**src/rtl/hazard_scoreboard.sv**
```systemverilog
// Pipeline hazard detector: load-use, branch-operand and mult/div stalls, plus a
// saturating stall-cycle counter. Stall outputs are purely combinational.
module hazard_scoreboard #(
    parameter int AW     = 5,
    parameter int MD_LAT = 8,
    parameter int LW     = 4,
    parameter int CW     = 16
) (
    input  logic          clk,
    input  logic          reset_n,
    input  logic [AW-1:0] rsD,
    input  logic [AW-1:0] rtD,
    input  logic          usersD,
    input  logic          usertD,
    input  logic          branchD,
    input  logic          mdstartD,
    input  logic          mdreadD,
    input  logic [AW-1:0] writeregE,
    input  logic [AW-1:0] writeregM,
    input  logic          regwriteE,
    input  logic          memtoregE,
    input  logic          memtoregM,
    input  logic          stallclr,
    output logic          stallF,
    output logic          stallD,
    output logic          flushE,
    output logic          mdbusy,
    output logic          mddone,
    output logic [CW-1:0] stallcnt
);

    // state | meaning
    // IDLE  | mult/div unit free; a start may be accepted
    // BUSY  | operation in flight; countdown == 0 marks the result cycle
    typedef enum logic {IDLE, BUSY} md_state_t;

    localparam logic [CW-1:0] CNT_MAX = '1;

    md_state_t     state_q, state_d;
    logic [LW-1:0] count_q, count_d;
    logic          lwstall, brstall, mdstall, stall;

    function automatic logic srcmatch(input logic use_bit,
                                      input logic [AW-1:0] r,
                                      input logic [AW-1:0] w);
        return use_bit && (r == w) && (w != '0);
    endfunction

    assign lwstall = regwriteE && memtoregE &&
                     (srcmatch(usersD, rsD, writeregE) || srcmatch(usertD, rtD, writeregE));
    assign brstall = branchD &&
                     ((regwriteE && (srcmatch(usersD, rsD, writeregE) ||
                                     srcmatch(usertD, rtD, writeregE))) ||
                      (memtoregM && (srcmatch(usersD, rsD, writeregM) ||
                                     srcmatch(usertD, rtD, writeregM))));
    // mdbusy covers the mddone cycle too, so a start/read then still waits a cycle
    assign mdbusy  = (state_q == BUSY);
    assign mdstall = (mdstartD || mdreadD) && mdbusy;
    assign stall   = lwstall || brstall || mdstall;

    assign stallF = stall;
    assign stallD = stall;
    assign flushE = stall;

    always_comb begin
        state_d = state_q;
        count_d = count_q;
        mddone  = 1'b0;
        case (state_q)
            IDLE: begin
                if (mdstartD && !stall) begin
                    state_d = BUSY;
                    count_d = LW'(MD_LAT - 1);
                end
            end
            BUSY: begin
                if (count_q == '0) begin
                    mddone  = 1'b1;
                    state_d = IDLE;
                end else begin
                    count_d = count_q - LW'(1);
                end
            end
            default: state_d = IDLE;
        endcase
    end

    always_ff @(posedge clk or negedge reset_n) begin
        if (!reset_n) begin
            state_q <= IDLE;
            count_q <= '0;
        end else begin
            state_q <= state_d;
            count_q <= count_d;
        end
    end

    always_ff @(posedge clk or negedge reset_n) begin
        if (!reset_n) begin
            stallcnt <= '0;
        end else if (stallclr) begin
            stallcnt <= '0;
        end else if (stall && (stallcnt != CNT_MAX)) begin
            stallcnt <= stallcnt + CW'(1);
        end
    end

endmodule

```
**config.mk**
```make
export PLATFORM = sky130hd
export DESIGN_NAME = hazard_scoreboard
export DESIGN_NICKNAME = d
export VERILOG_FILES = /design/src/rtl/hazard_scoreboard.sv
export SDC_FILE = /design/constraint.sdc
export NUM_CORES = 1
export LEC_CHECK = 0
export BUFFER_PORTS_ARGS = -buffer_cell sky130_fd_sc_hd__buf_4
export CORE_MARGIN = 2
export CORE_UTILIZATION = 55
export CTS_CLUSTER_DIAMETER = 60
export DETAILED_ROUTE_END_ITERATION = 10
export HOLD_SLACK_MARGIN = 0.12
export PLACE_DENSITY = 0.85
export SKIP_LAST_GASP = 1
export SYNTH_ARGS = -nofsm -noshare
export SYNTH_HDL_FRONTEND = slang
export SYNTH_SLANG_ARGS = --single-unit
```
**constraint.sdc**
```tcl
create_clock -name clk -period 5.1 [get_ports clk]
set_clock_uncertainty 0.05 [all_clocks]
set_input_delay 0.51 -clock clk [delete_from_list [all_inputs] [get_ports clk]]
set_output_delay 0.51 -clock clk [all_outputs]
set_load 0.005 [all_outputs]
```
==> run summary <==
Outcome - complete, but fails checks
Failing checks - design-rule violations
Slowest CP cell - or4_1
Critical Path Most Common Cell - buf_4
Wire length per cell - 15.67 um
Synthesis warning total - 0
Initial Utilization - 58.79%
Fraction of layout instances using a drive strength above 1 - 33.94%
Post-synth EDFFs - 0
Total Power - 518.6 uW
Power Density - 253.2 mW/mm^2
Fill count - 220
Period Utilization, post-route - 54.07%
Die Wd - 58.76 um
Setup crit start kind - input port
Worst skew pair latency - 0.31 ns
DRC - 2
First-pass GRT wire length - 6.865 mm
Die area - 0.003452 sq mm
Antenna diodes - 0
Sink Count - 21
Setup crit end kind - output pin
Row count - 19
Internal Pwr Total - 330.1 uW
Max frequency - 362.6 MHz
Power share of the clock group - 15.7%
Detailed Route WL - 3.950 mm
Xor/xnor cell area share of the yosys netlist - 11.15%
Synth top area share - 31.87%
CTS resizes - 0
Vias per cell - 6.127
Post-CTS setup buffer count - 0
Mux cell area share after synthesis - 5.615%
Final Hold Viols - 0
Syn Inst Count - 173
CTS tree - done
Antenna violations before repair - 0
LEAKAGE - 0.8244 nW
CP Data Required Time - 4.54 ns
Slew headroom - 41.53%
Max Slew Vio Count - 0
Synth Area in Adders - 2.276%
IO Port Bufs - 51
Setup CP Type - input port to output pin
Gr ovfl total - 0
Register cell area after layout - 525.5 sq um
Crit path DAT - 2.20 ns
Mapped cell area - 0.001649 sq mm
Core ar. - 0.002805 sq mm
Num ports - 52
Reg clk slew, reported paths - 0.12 ns
Logic pwr share - 41.7%
Setup TNS - 0 ns
Syn_nets - 207
CP delay by family, top - compound AO/OA/AOI/OAI gates
RSZ-0062 raised after global routing - false
Synth Area in Simple Gates - 27.39%
Min-delay src - mdstartD
Total number of H-tree levels - 1
Critical Path Fanout Max - 27
Final Wtd Congestion - 0.9019
Most frequent cells after synthesis - dfrtp_1, xnor2_1, nand2_1, nor2_1, a21oi_1
Worst Hold Class - input port to flop
P&R area growth vs syn - 24.20%
TritonCTS Buffers - 3
VDD IR max - 0.0002416 V
Area of the multi-input gates - 0.001049 sq mm
WHS Endpoint - count_q[3]
Sequential share of power - 42.5%
Worst Hold Path Cells - 2
Via count - 1544
Detailed Route Iter0 Violations - 55
Nets - 256
Post-synthesis sequential element count - 21
Psw - 188.5 uW
Worst r2r src - stallcnt[4]
Die H - 58.76 um
Hold_buf cts - 1
Max_cap viols - 0
Synth top area cells - dfrtp_1, xnor2_1, mux2_4
Final min period - 2.758 ns
DRT Pass-1 Iters - 7
Netlist cell types - 45
Compound-Gate Fraction of Synth Area - 17.15%
Clk root buf - clkbuf_4
Reg-to-reg critical path endpoint - stallcnt[11]
Gr usage total - 25.18%
Clock Path Buffers - 2
WP buf/inv - 3
CP Cell Sequence - buf_4 -> or4_1 -> o211ai_1 -> o221a_4 -> inv_1 -> buf_4
Worst-Margin Slew - 0.8722 ns
Slowest Stage Delay on Critical Path - 0.52 ns
Vias in the first global route - 1563
Pin count of the biggest net entering global routing - 28
Slack of the worst reg-to-reg path - 2.62 ns
Sequential-to-total area share from yosys stat - 31.87%
R2R cell count - 6
Prevailing post-synth register cell - dfrtp_1
DP Wirelength - 3.101 mm
Placed cells - 247
Area leader, netlist - dfrtp_1
Share of flip-flops with an asynchronous set or reset - 100.0%
Mapped Avg Cell Area - 9.532 sq um
Non-Filler Instances - 252
Combinational family with the most area after synthesis - simple AND/OR/NAND/NOR gates
Sw Share - 36.34%
Final-report setup violation count - 0
DRT antenna net count - 0
Levels on crit path - 6
==> through the flow <==
stage | setup slack (ns) | hold WS (ns) | util (%) | cell area (sq um)
floorplan | 2.544 | 0.1644 | - | 1649
global route | 2.214 | 0.3392 | 73.02 | 2048
finish | 2.342 | 0.3483 | 73.02 | 2048
CTS | 2.343 | 0.3486 | 73.02 | 2048
global placement | 2.395 | 0.3558 | 71.68 | 2011
detailed placement | 2.352 | 0.3598 | 71.68 | 2011
==> flip-flops by register name, indices dropped and copies added (netlist names) <==
signal and flops:
mdbusy 1, stallcnt 16, count_q 4
==> kinds of logic (layout without fill, tap and decap cells) <==
logic type	after synthesis	count (layout)
flip-flops	21	21
AND/OR/NAND/NOR	73	73
AO/OA/AOI/OAI	36	36
multiplexers	7	7
XOR/XNOR	21	21
buffers and inverters	12	60
adder cells (fa/ha/maj)	3	3
==> per-layer routing <==
layer  routed length (um)  track usage (%)
met5                    0                0
met3                  156            3.736
met4                   23            7.143
met2                 2108            45.40
met1                 1661            30.94
==> power by group through the flow <==
stage	clock network [mW]	logic (mW)	registers [mW]
6_report	0.0816	0.216	0.221
3_5_place_dp	0	0.215	0.224
3_3_place_gp	0	0.209	0.222
4_1_cts	0.0825	0.218	0.220
2_1_floorplan	0	0.158	0.218
5_1_grt	0.0892	0.242	0.225
==> how the worst max path moves through the flow <==
stage                         to  slack [ns]    startpoint
after floorplan           stallD        2.54  writeregM[1]
after detailed placement  flushE        2.35  writeregM[1]
after CTS                 flushE        2.34  writeregM[1]
after global placement    flushE        2.40  writeregM[1]
after global routing      stallF        2.21  writeregM[1]
final                     flushE        2.34  writeregM[1]
==> area by class of cell <==
type | instances | share of cell area (%)
sequential | 21 | 25.66
timing repair buffer | 52 | 19.18
tap | 31 | 1.894
inverter | 4 | 0.7330
clock inverter | 1 | 0.2443
clock buffer | 3 | 1.100
multi-input combinational | 140 | 51.19
==> cell usage in the layout (no fill, tap or decap), types with 2 or more instances in the layout <==
cell,count
o22a_1,2
nand3_1,6
clkbuf_4,3
o22ai_1,2
dfrtp_1,21
nand2_1,11
a21oi_1,10
mux2_4,4
buf_4,51
o21ai_0,3
nand4_1,9
or4_1,7
inv_1,4
nor2b_1,7
nor3_1,3
nor4_2,3
mux2_2,2
o31ai_1,7
nor2_1,11
or3_1,3
xnor2_1,21
nor4b_1,2
ha_1,3
o21ai_1,3
and3_1,3
Power figures use the tool's default switching activity.
